===== src/rtl/pdu_ddr_rd_arbiter_pkg.sv =====
// Shared types and constants for the PDU DDR read-port arbiter.
//   ddr_rd_t      : read-request payload carried from a requester to DRAM
//   REQ_PDU_GEN   : requester index of the pdu_gen data path
//   REQ_CPU       : requester index of the CPU-metadata path
//   MAX_OUTST_DEF : default number of requests allowed in flight
package pdu_ddr_rd_arbiter_pkg;

    typedef struct packed {
        logic [7:0]  len;   // burst length in beats, minus one
        logic [39:0] addr;  // byte address
    } ddr_rd_t;

    localparam int REQ_PDU_GEN   = 0;
    localparam int REQ_CPU       = 1;
    localparam int MAX_OUTST_DEF = 64;
    localparam int RESP_W        = 512;

endpackage


===== src/rtl/pdu_ddr_rd_arbiter_rr_arbiter.sv =====
// Round-robin arbiter with a registered priority pointer.
//   clk, rst : clock, asynchronous active-high reset
//   req      : per-requester request
//   en       : grant allowed this cycle
//   gnt      : one-hot grant (zero when nothing is granted)
//   gnt_idx  : binary index of the granted requester
// The scan starts at rr_ptr and wraps; after a grant the pointer moves to
// the requester just past the winner, otherwise it is held.
module pdu_ddr_rd_arbiter_rr_arbiter #(
    parameter int  N  = 2,
    localparam int IW = (N > 1) ? $clog2(N) : 1
) (
    input  logic          clk,
    input  logic          rst,
    input  logic [N-1:0]  req,
    input  logic          en,
    output logic [N-1:0]  gnt,
    output logic [IW-1:0] gnt_idx
);

    logic [IW-1:0] rr_ptr_q;
    logic [IW-1:0] rr_ptr_d;
    logic [IW-1:0] k;
    logic          found;

    always_comb begin
        gnt     = '0;
        gnt_idx = '0;
        found   = 1'b0;
        k       = '0;
        for (int i = 0; i < N; i++) begin
            k = IW'((int'(rr_ptr_q) + i) % N);
            if (en && !found && req[k]) begin
                found   = 1'b1;
                gnt[k]  = 1'b1;
                gnt_idx = k;
            end
        end
        rr_ptr_d = rr_ptr_q;
        if (found) begin
            rr_ptr_d = (int'(gnt_idx) == N - 1) ? '0 : gnt_idx + 1'b1;
        end
    end

    always_ff @(posedge clk or posedge rst) begin
        if (rst) begin
            rr_ptr_q <= '0;
        end else begin
            rr_ptr_q <= rr_ptr_d;
        end
    end

endmodule


===== src/rtl/pdu_ddr_rd_arbiter.sv =====
// Shares one DDR read request/response port between N_REQ requesters.
//   req_data/req_valid/req_ready     : per-requester read requests (valid & ready)
//   resp_data/resp_valid/resp_ready  : response beats steered to the issuing requester
//   ddr_rd_req_*                     : registered request to DRAM, one cycle after grant
//   ddr_rd_resp_*                    : response beats from the DRAM response FIFO
//   outstanding                      : requests granted whose response is not yet delivered
//   err_orphan                       : sticky, a beat arrived with no recorded owner
// Handshakes: a transfer happens in a cycle where valid and ready are both 1.
// Owners are recorded in issue order; responses are returned strictly in that
// order, so a beat for a stalled requester blocks everyone behind it.
module pdu_ddr_rd_arbiter
    import pdu_ddr_rd_arbiter_pkg::*;
#(
    parameter int N_REQ     = 2,
    parameter int RD_W      = $bits(ddr_rd_t),
    parameter int MAX_OUTST = MAX_OUTST_DEF
) (
    input  logic                        clk,
    input  logic                        rst,
    input  logic [N_REQ*RD_W-1:0]       req_data,
    input  logic [N_REQ-1:0]            req_valid,
    output logic [N_REQ-1:0]            req_ready,
    output logic [RESP_W-1:0]           resp_data,
    output logic [N_REQ-1:0]            resp_valid,
    input  logic [N_REQ-1:0]            resp_ready,
    output logic [RD_W-1:0]             ddr_rd_req_data,
    output logic                        ddr_rd_req_valid,
    input  logic                        ddr_rd_req_almost_full,
    input  logic [RESP_W-1:0]           ddr_rd_resp_data,
    input  logic                        ddr_rd_resp_valid,
    output logic                        ddr_rd_resp_ready,
    output logic [$clog2(MAX_OUTST):0]  outstanding,
    output logic                        err_orphan
);

    localparam int OW = $clog2(N_REQ);
    localparam int PW = $clog2(MAX_OUTST) + 1;
    localparam int AW = PW - 1;

    logic [RD_W-1:0] req_arr [N_REQ];
    logic [N_REQ-1:0] gnt;
    logic [OW-1:0]    gnt_idx;
    logic             can_issue;
    logic             push;
    logic             pop;
    logic             owner_empty;
    logic [OW-1:0]    head;

    logic [OW-1:0]    owner_q [MAX_OUTST];
    logic [OW-1:0]    owner_d [MAX_OUTST];
    logic [PW-1:0]    wr_ptr_q, wr_ptr_d;
    logic [PW-1:0]    rd_ptr_q, rd_ptr_d;
    logic [PW-1:0]    outstanding_q, outstanding_d;
    logic             err_orphan_q, err_orphan_d;
    logic             issue_valid_q, issue_valid_d;
    logic [RD_W-1:0]  issue_data_q, issue_data_d;

    for (genvar r = 0; r < N_REQ; r++) begin : g_req_unpack
        assign req_arr[r] = req_data[r*RD_W +: RD_W];
    end

    // The count is the registered one, so a pop while full frees a slot
    // only from the next cycle on.
    assign can_issue = !ddr_rd_req_almost_full && (outstanding_q < PW'(MAX_OUTST));

    pdu_ddr_rd_arbiter_rr_arbiter #(.N(N_REQ)) u_rr_arbiter (
        .clk     (clk),
        .rst     (rst),
        .req     (req_valid),
        .en      (can_issue),
        .gnt     (gnt),
        .gnt_idx (gnt_idx)
    );

    // Steering: the head owner sees the beat; an ownerless beat is popped
    // and discarded so it cannot wedge the response FIFO.
    always_comb begin
        req_ready         = gnt;
        push              = |gnt;
        owner_empty       = (rd_ptr_q == wr_ptr_q);
        head              = owner_q[rd_ptr_q[AW-1:0]];
        resp_valid        = '0;
        ddr_rd_resp_ready = 1'b0;
        if (owner_empty) begin
            ddr_rd_resp_ready = ddr_rd_resp_valid;
        end else begin
            resp_valid[head]  = ddr_rd_resp_valid;
            ddr_rd_resp_ready = resp_ready[head];
        end
        pop = ddr_rd_resp_valid && ddr_rd_resp_ready && !owner_empty;
    end

    assign resp_data = ddr_rd_resp_data;

    always_comb begin
        owner_d = owner_q;
        if (push) begin
            owner_d[wr_ptr_q[AW-1:0]] = gnt_idx;
        end
        wr_ptr_d = wr_ptr_q + PW'(push);
        rd_ptr_d = rd_ptr_q + PW'(pop);
        case ({push, pop})
            2'b10:   outstanding_d = outstanding_q + 1'b1;
            2'b01:   outstanding_d = outstanding_q - 1'b1;
            default: outstanding_d = outstanding_q;
        endcase
        err_orphan_d  = err_orphan_q | (ddr_rd_resp_valid & owner_empty);
        issue_valid_d = push;
        issue_data_d  = push ? req_arr[gnt_idx] : issue_data_q;
    end

    always_ff @(posedge clk or posedge rst) begin
        if (rst) begin
            for (int i = 0; i < MAX_OUTST; i++) begin
                owner_q[i] <= '0;
            end
            wr_ptr_q      <= '0;
            rd_ptr_q      <= '0;
            outstanding_q <= '0;
            err_orphan_q  <= 1'b0;
            issue_valid_q <= 1'b0;
            issue_data_q  <= '0;
        end else begin
            owner_q       <= owner_d;
            wr_ptr_q      <= wr_ptr_d;
            rd_ptr_q      <= rd_ptr_d;
            outstanding_q <= outstanding_d;
            err_orphan_q  <= err_orphan_d;
            issue_valid_q <= issue_valid_d;
            issue_data_q  <= issue_data_d;
        end
    end

    assign ddr_rd_req_valid = issue_valid_q;
    assign ddr_rd_req_data  = issue_data_q;
    assign outstanding      = outstanding_q;
    assign err_orphan       = err_orphan_q;

endmodule


===== config.mk =====
export PLATFORM = sky130hd
export DESIGN_NAME = pdu_ddr_rd_arbiter
export DESIGN_NICKNAME = d
export VERILOG_FILES = /design/src/rtl/pdu_ddr_rd_arbiter_pkg.sv /design/src/rtl/pdu_ddr_rd_arbiter_rr_arbiter.sv /design/src/rtl/pdu_ddr_rd_arbiter.sv
export SDC_FILE = /design/constraint.sdc
export NUM_CORES = 1
export LEC_CHECK = 0
export ABC_AREA = 1
export CORE_AREA = 2 2 457 459
export DETAILED_ROUTE_END_ITERATION = 10
export DIE_AREA = 0 0 459 461
export GPL_ROUTABILITY_DRIVEN = 0
export SETUP_SLACK_MARGIN = 0.15
export SLEW_MARGIN = 5
export SYNTH_ARGS = -nofsm -noshare
export SYNTH_HDL_FRONTEND = slang
export SYNTH_SLANG_ARGS = --single-unit

===== constraint.sdc =====
create_clock -name clk -period 9.4 [get_ports clk]
set_input_delay 1.88 -clock clk [delete_from_list [all_inputs] [get_ports clk]]
set_output_delay 1.88 -clock clk [all_outputs]
set_load 0.03 [all_outputs]

==> results.json, run 1 <==
{
  "outcome": "finished clean",
  "initial_core_util": 0.0525,
  "numPortBuffers": 165,
  "grt_pass1_wl_um": 147000,
  "grt_max_degree": 84,
  "cap_violations": 0,
  "die_w_um": 459,
  "cts_tree": "done",
  "worst_pin_slew_ns": 0.988,
  "cts.clk_slew.worst_paths_ns": 0.07,
  "pwr-share-clk": 0.205,
  "period_minus_slack_ns": 5.88,
  "cp_cell_sequence": "clkdlybuf4s50_1 -> nor2_2 -> inv_2 -> a211oi_4 -> clkdlybuf4s50_1",
  "swShare": 0.464,
  "crit_top_cell": "clkdlybuf4s50_1",
  "worstPathArrival_ns": 4.00,
  "hold_buffers": 0,
  "grtUsageTotal": 0.119,
  "dr.pass1.iters": 5,
  "synth_top_cell_area_share": 0.361,
  "vias": 7738,
  "fin_skew_ns": 0.0176,
  "nets": 1613,
  "finalSetupViolCount": 0,
  "seq_area_frac_synth": 0.314,
  "rsz0062_at_grt": "no",
  "crit_family": "buffers and inverters",
  "slowest_delay_ns": 0.74,
  "dp_hpwl_um": 121000,
  "p_int_mw": 1.81,
  "leakage_nw": 4.22,
  "cts_resized": 0,
  "worstHoldPathType": "reg -> reg",
  "antenna_cells": 0,
  "yosysTopAreaCell": "buf_4",
  "drtAntennaViolNets": 0,
  "drv_slew": 0,
  "fin_crit_sh": 0.625,
  "start_kind": "input pin",
  "peakVddDrop_mv": 0.166,
  "powerDensity_nw_per_um2": 273,
  "dr.first_iter.drc_count": 550,
  "ff2ff_setup_slack_ns": 4.92,
  "slew_headroom": 0.341,
  "preCtsSetupSlack_ns": 3.42,
  "synth_cell_types": 30,
  "cts_root_buffer": "clkbuf_16",
  "syn_inst": 1352,
  "clk_latency_ns": 0.46,
  "layout_setup_ws_ns": 3.52,
  "required_ns": 7.52,
  "ys_seq_elements": 136,
  "finalHoldViolCount": 0,
  "p_comb_frac": 0.486,
  "crit_fanout": 3,
  "layout-drive-gt1-share": 0.0711,
  "pwr-share-seq": 0.309,
  "die-height_um": 461,
  "viasPerCell": 2.09,
  "cts_buffers": 17,
  "cp_num_buf_inv": 3,
  "dieArea_um2": 212000,
  "crit_slowest_cell": "clkdlybuf4s50_1",
  "layout_commonest_cell": "clkdlybuf4s50_1",
  "yosysWarnings": 0,
  "layout.cells.non_filler": 3703,
  "switching_power_mw": 1.57,
  "tns_ns": 0,
  "coreArea_um2": 206000,
  "grt_pass1_vias": 7427,
  "cts-htree-levels": 4,
  "drc_errors": 0,
  "synth_nets": 1979,
  "max_freq_mhz": 170,
  "cts_setup_buffers": 0,
  "avgRoutedWirePerCell_um": 35.6,
  "synthTopCellsByArea": "buf_4 36%, dfrtp_1 31%, a21oi_1 5.7%",
  "mostFrequentLayoutCells": "165 x clkdlybuf4s50_1, 154 x nand2_1, 136 x dfrtp_1, 123 x a21oi_1, 108 x nor2_1",
  "synth_area_per_cell_um2": 8.02,
  "clock_sinks": 136,
  "rows": 167,
  "totalWireLength_um": 132000,
  "placed_cells": 3671,
  "gr-total-overflow": 0,
  "critPathCaptureType": "output port",
  "critPathKind": "in -> out",
  "synth_area_um2": 10800,
  "ioPinCount": 1190,
  "antenna_found_initial": 4,
  "clock_path_buffers": 2,
  "area_growth_pct": 14.4
}
through the flow:
stage | power, mW | area [um^2] | hold slack [ns] | util
2_1_floorplan | 2.50 | 10800 | 0.462 | -
3_3_place_gp | 2.68 | 11800 | 0.475 | 0.0573
3_5_place_dp | 2.70 | 11800 | 0.478 | 0.0573
4_1_cts | 3.44 | 12400 | 0.494 | 0.0601
5_1_grt | 3.63 | 12400 | 0.533 | 0.0601
6_report | 3.38 | 12400 | 0.503 | 0.0601
metal layers:
metal  GRT usage  vias up  wire (um)
met5      0.0163        -        472
met4      0.0248        6       2600
met3       0.186      133      44200
met2       0.215     1094      67900
met1      0.0435     3421      16600
li1            -     3084          -
kinds of logic after synthesis:
family / count (synthesis) / synth area share
adder cells (fa/ha/maj): 11 / 0.0134
AO/OA/AOI/OAI: 219 / 0.123
AND/OR/NAND/NOR: 326 / 0.128
buffers and inverters: 644 / 0.409
flip-flops: 136 / 0.314
XOR/XNOR: 16 / 0.0129
cells in the mapped netlist:
| cell type | count |
|---|---|
| inv_4 | 1 |
| nand3_1 | 35 |
| nand3_2 | 2 |
| nor2_1 | 108 |
| a31oi_1 | 32 |
| clkbuf_1 | 11 |
| nand4_1 | 3 |
| a2bb2oi_1 | 48 |
| or2_2 | 2 |
| buf_4 | 521 |
| clkinv_1 | 1 |
| fa_1 | 1 |
| nor3_1 | 9 |
| o21bai_1 | 1 |
| nor2_2 | 2 |
| ha_1 | 10 |
| nand2_1 | 154 |
| dfrtp_1 | 136 |
| nor2_4 | 6 |
| inv_1 | 73 |
| xor2_1 | 13 |
| nor3_2 | 5 |
| buf_2 | 20 |
| o21ai_0 | 13 |
| xnor2_1 | 3 |
| buf_6 | 4 |
| a211oi_2 | 1 |
| inv_2 | 13 |
| o21ai_4 | 1 |
| a21oi_1 | 123 |
worst paths after layout:
check,endpoint,start,depth (start not counted)
worst max-delay path,req_ready[1],ddr_rd_req_almost_full,5
worst min-delay path,err_orphan,err_orphan,2
worst max register to register,outstanding[6],rd_ptr_q[0],26
worst min register to register,err_orphan,err_orphan,2
max in group asynchronous,owner_q[20],rst,3
min in group asynchronous,ddr_rd_req_data[20],rst,2
power groups by stage:
stage	Combinational (mW)	Sequential, mW	Clock [mW]
floorplan	1.31	1.19	0
detailed placement	1.66	1.04	0
global placement	1.64	1.04	0
CTS	1.66	1.04	0.732
global route	1.81	1.08	0.748
finish	1.64	1.05	0.693
registers in the layout (all words and copies together) (netlist names):
| register | count |
|---|---|
| u_rr_arbiter.rr_ptr_q | 1 |
| err_orphan | 1 |
| outstanding | 7 |
| wr_ptr_q | 7 |
| rd_ptr_q | 7 |
| ddr_rd_req_data | 48 |
| owner_q | 64 |
| ddr_rd_req_valid | 1 |
cell type report:
class / instances / area (um^2)
repair buffers: 171 / 1700
clock buffers: 18 / 429
well taps: 2704 / 3380
clock inverters: 14 / 136
inverters: 88 / 339
flip-flops and latches: 136 / 3400
multi-input cells: 572 / 3020
fillers: 24300 / 194000
worst reg2reg max path, delay by kind of cell, from the launching register on:
| kind | cells | cell delay [ns] |
|---|---|---|
| simple gates | 15 | 1.49 |
| xor+xnor | 1 | 0.15 |
| fa+ha+maj | 2 | 0.70 |
| buf+inv | 5 | 1.37 |
| compound gates | 3 | 0.29 |
| flops | 1 | 0.36 |
Note: power is estimated with default switching activity, not from simulation.
==> run 2, diff against run 1 <==
--- a/config.mk
+++ b/config.mk
@@ -6,9 +6,9 @@
 export NUM_CORES = 1
 export LEC_CHECK = 0
 export ABC_AREA = 1
-export CORE_AREA = 2 2 457 459
+export CORE_AREA = 2 2 459 461
 export DETAILED_ROUTE_END_ITERATION = 10
-export DIE_AREA = 0 0 459 461
+export DIE_AREA = 0 0 461 463
 export GPL_ROUTABILITY_DRIVEN = 0
 export SETUP_SLACK_MARGIN = 0.15
 export SLEW_MARGIN = 5
==> constraint.sdc (replaced) <==
create_clock -name clk -period 5.62 [get_ports clk]
set_input_delay 1.124 -clock clk [delete_from_list [all_inputs] [get_ports clk]]
set_output_delay 1.124 -clock clk [all_outputs]
set_load 0.03 [all_outputs]
==> run 2 against run 1 <==
Compared with the run above: die area is 0.87% higher; critical endpoint is now ddr_rd_resp_ready; critical path depth is 11 higher; non-clock buffer count is 1 higher; core utilization hardly changed; combinational power is 71% higher; final cell count is 2.8% higher; first-iteration DRC count is 7.8% higher; flip-flop and latch count stayed put; sequential share of layout area is 0.42 points lower; largest power group unchanged.
==> results.json, run 2 (synthesis gave the netlist of run 1 again) <==
{
  "ioPinCount": 1190,
  "worstHoldPathType": "reg -> reg",
  "drtAntennaViolNets": 0,
  "grt_pass1_wl_um": 137000,
  "critPathKind": "reg -> out",
  "required_ns": 4.50,
  "antenna_found_initial": 1,
  "cts_tree": "done",
  "dieArea_um2": 213000,
  "ff2ff_setup_slack_ns": 1.40,
  "peakVddDrop_mv": 0.216,
  "dp_hpwl_um": 110000,
  "cts_buffers": 17,
  "reg2reg_depth": 27,
  "clock_sinks": 136,
  "dr.pass1.iters": 5,
  "rsz0062_at_grt": "no",
  "fin_crit_sh": 0.861,
  "worstPathArrival_ns": 3.72,
  "gr-total-overflow": 0,
  "grtUsageTotal": 0.108,
  "layout-drive-gt1-share": 0.0730,
  "placed_area_um2": 12000,
  "clock_path_buffers": 2,
  "cts.clk_slew.worst_paths_ns": 0.07,
  "slew_headroom": 0.270,
  "n_fill_cell": 24700,
  "start_kind": "flip-flop",
  "outcome": "finished clean",
  "largest_reg_flops": 64,
  "finalHoldViolCount": 0,
  "final_cell_area_um2": 12600,
  "max_freq_mhz": 207,
  "cts_setup_buffers": 0,
  "cts_root_buffer": "clkbuf_16",
  "min_from": "err_orphan",
  "dr.first_iter.drc_count": 593,
  "reg2reg_to": "outstanding[6]",
  "avgRoutedWirePerCell_um": 31.7,
  "rows": 168,
  "nets": 1614,
  "worst_pin_slew_ns": 1.10,
  "die-height_um": 463,
  "powerDensity_nw_per_um2": 458,
  "grt_pass1_vias": 7367,
  "fin_skew_ns": 0.0315,
  "grt_max_degree": 105,
  "totalPowerFinal_mw": 5.77,
  "cap_violations": 0,
  "hold_end": "err_orphan",
  "clk_latency_ns": 0.45,
  "antenna_cells": 0,
  "cts-htree-levels": 4,
  "period_minus_slack_ns": 4.84,
  "largest_register": "owner_q",
  "viasPerCell": 1.99,
  "coreArea_um2": 209000,
  "finalSetupViolCount": 0,
  "layout_commonest_cell": "clkdlybuf4s50_1",
  "area_growth_pct": 16.2,
  "die_w_um": 461,
  "crit_fanout": 29,
  "leakage_nw": 4.25,
  "totalWireLength_um": 121000,
  "fin_util": 0.0604,
  "seq_area_um2": 3400,
  "tns_ns": 0,
  "drv_slew": 0,
  "hold-path-cell-count": 2,
  "initial_core_util": 0.0520,
  "numPortBuffers": 165,
  "critPathCaptureType": "output port",
  "hold_buffers": 0,
  "vias": 7559,
  "mostFrequentLayoutCells": "165 x clkdlybuf4s50_1, 154 x nand2_1, 136 x dfrtp_1, 123 x a21oi_1, 108 x nor2_1",
  "r2r-start": "rd_ptr_q[0]",
  "cts_resized": 0,
  "multi_input_area_um2": 3020,
  "drc_errors": 0,
  "hold_ws_ns": 0.474
}
run 2: changes by cell type in the layout (fill, tap and decap cells not counted), sizes merged:
cell,previous run,this run
clkinvlp,2,0
buf,6,7
inv,94,92
clkinv,6,11
clkbuf,18,17
run 2: layout make-up:
type | count | area share
Clock buffer | 17 | 0.0338
Clock inverter | 15 | 0.0158
Inverter | 88 | 0.0269
Multi-Input combinational cell | 572 | 0.239
Sequential cell | 136 | 0.270
Tap cell | 2805 | 0.279
Timing Repair Buffer | 172 | 0.135
run 2: critical path, cell delays in order, from the launching register on:
cell and delay, ns:
dfrtp_1 0.38, inv_1 0.69, nand2_1 0.14, nand3_1 0.11, nand2_1 0.06, nand2_1 0.05, nand2_1 0.05, inv_1 0.05
nand2_1 0.09, nand2_1 0.08, nand2_1 0.08, inv_1 0.11, nand2_1 0.08, nand2_1 0.08, nand3_2 0.12, nand2_1 0.33
clkdlybuf4s50_1 0.76
run 2: layer usage:
| metal | vias up | wire length, um | track usage |
|---|---|---|---|
| met5 | - | 212 | 0.00701 |
| met1 | 3345 | 18400 | 0.0490 |
| li1 | 3090 | - | - |
| met3 | 143 | 39000 | 0.160 |
| met2 | 975 | 60100 | 0.190 |
| met4 | 6 | 2920 | 0.0245 |
run 2: worst max path at each step:
stage / depth (start not counted) / slack [ns] / to / startpoint
floorplan: 1 / 0.86 / ddr_rd_req_data[0] / rst
global placement: 9 / 0.83 / ddr_rd_req_data[6] / ddr_rd_req_almost_full
detailed placement: 9 / 0.79 / ddr_rd_req_data[26] / ddr_rd_req_almost_full
CTS: 16 / 0.73 / ddr_rd_resp_ready / rd_ptr_q[0]
global route: 16 / 0.48 / ddr_rd_resp_ready / rd_ptr_q[0]
finish: 16 / 0.78 / ddr_rd_resp_ready / rd_ptr_q[0]
run 2: through the flow:
step,setup WS [ns],instances
4_1_cts,0.730,3805
5_1_grt,0.484,3805
3_5_place_dp,0.790,3773
2_1_floorplan,0.857,1352
6_report,0.780,3805
3_3_place_gp,0.828,3773
run 2: power by group:
group	internal, mW	total [mW]	switching (mW)	leakage, nW
clock network	0.612	1.25	0.636	0.300
logic	1.06	2.80	1.74	2.30
registers	1.39	1.72	0.330	1.66
==> run 3, diff against run 2 <==
--- a/config.mk
+++ b/config.mk
@@ -11,6 +11,7 @@
 export DIE_AREA = 0 0 461 463
 export GPL_ROUTABILITY_DRIVEN = 0
 export SETUP_SLACK_MARGIN = 0.15
+export SKIP_LAST_GASP = 1
 export SLEW_MARGIN = 5
 export SYNTH_ARGS = -nofsm -noshare
 export SYNTH_HDL_FRONTEND = slang
==> results of run 3 <==
Final layout, timing and power as in run 2 (identical DEF).
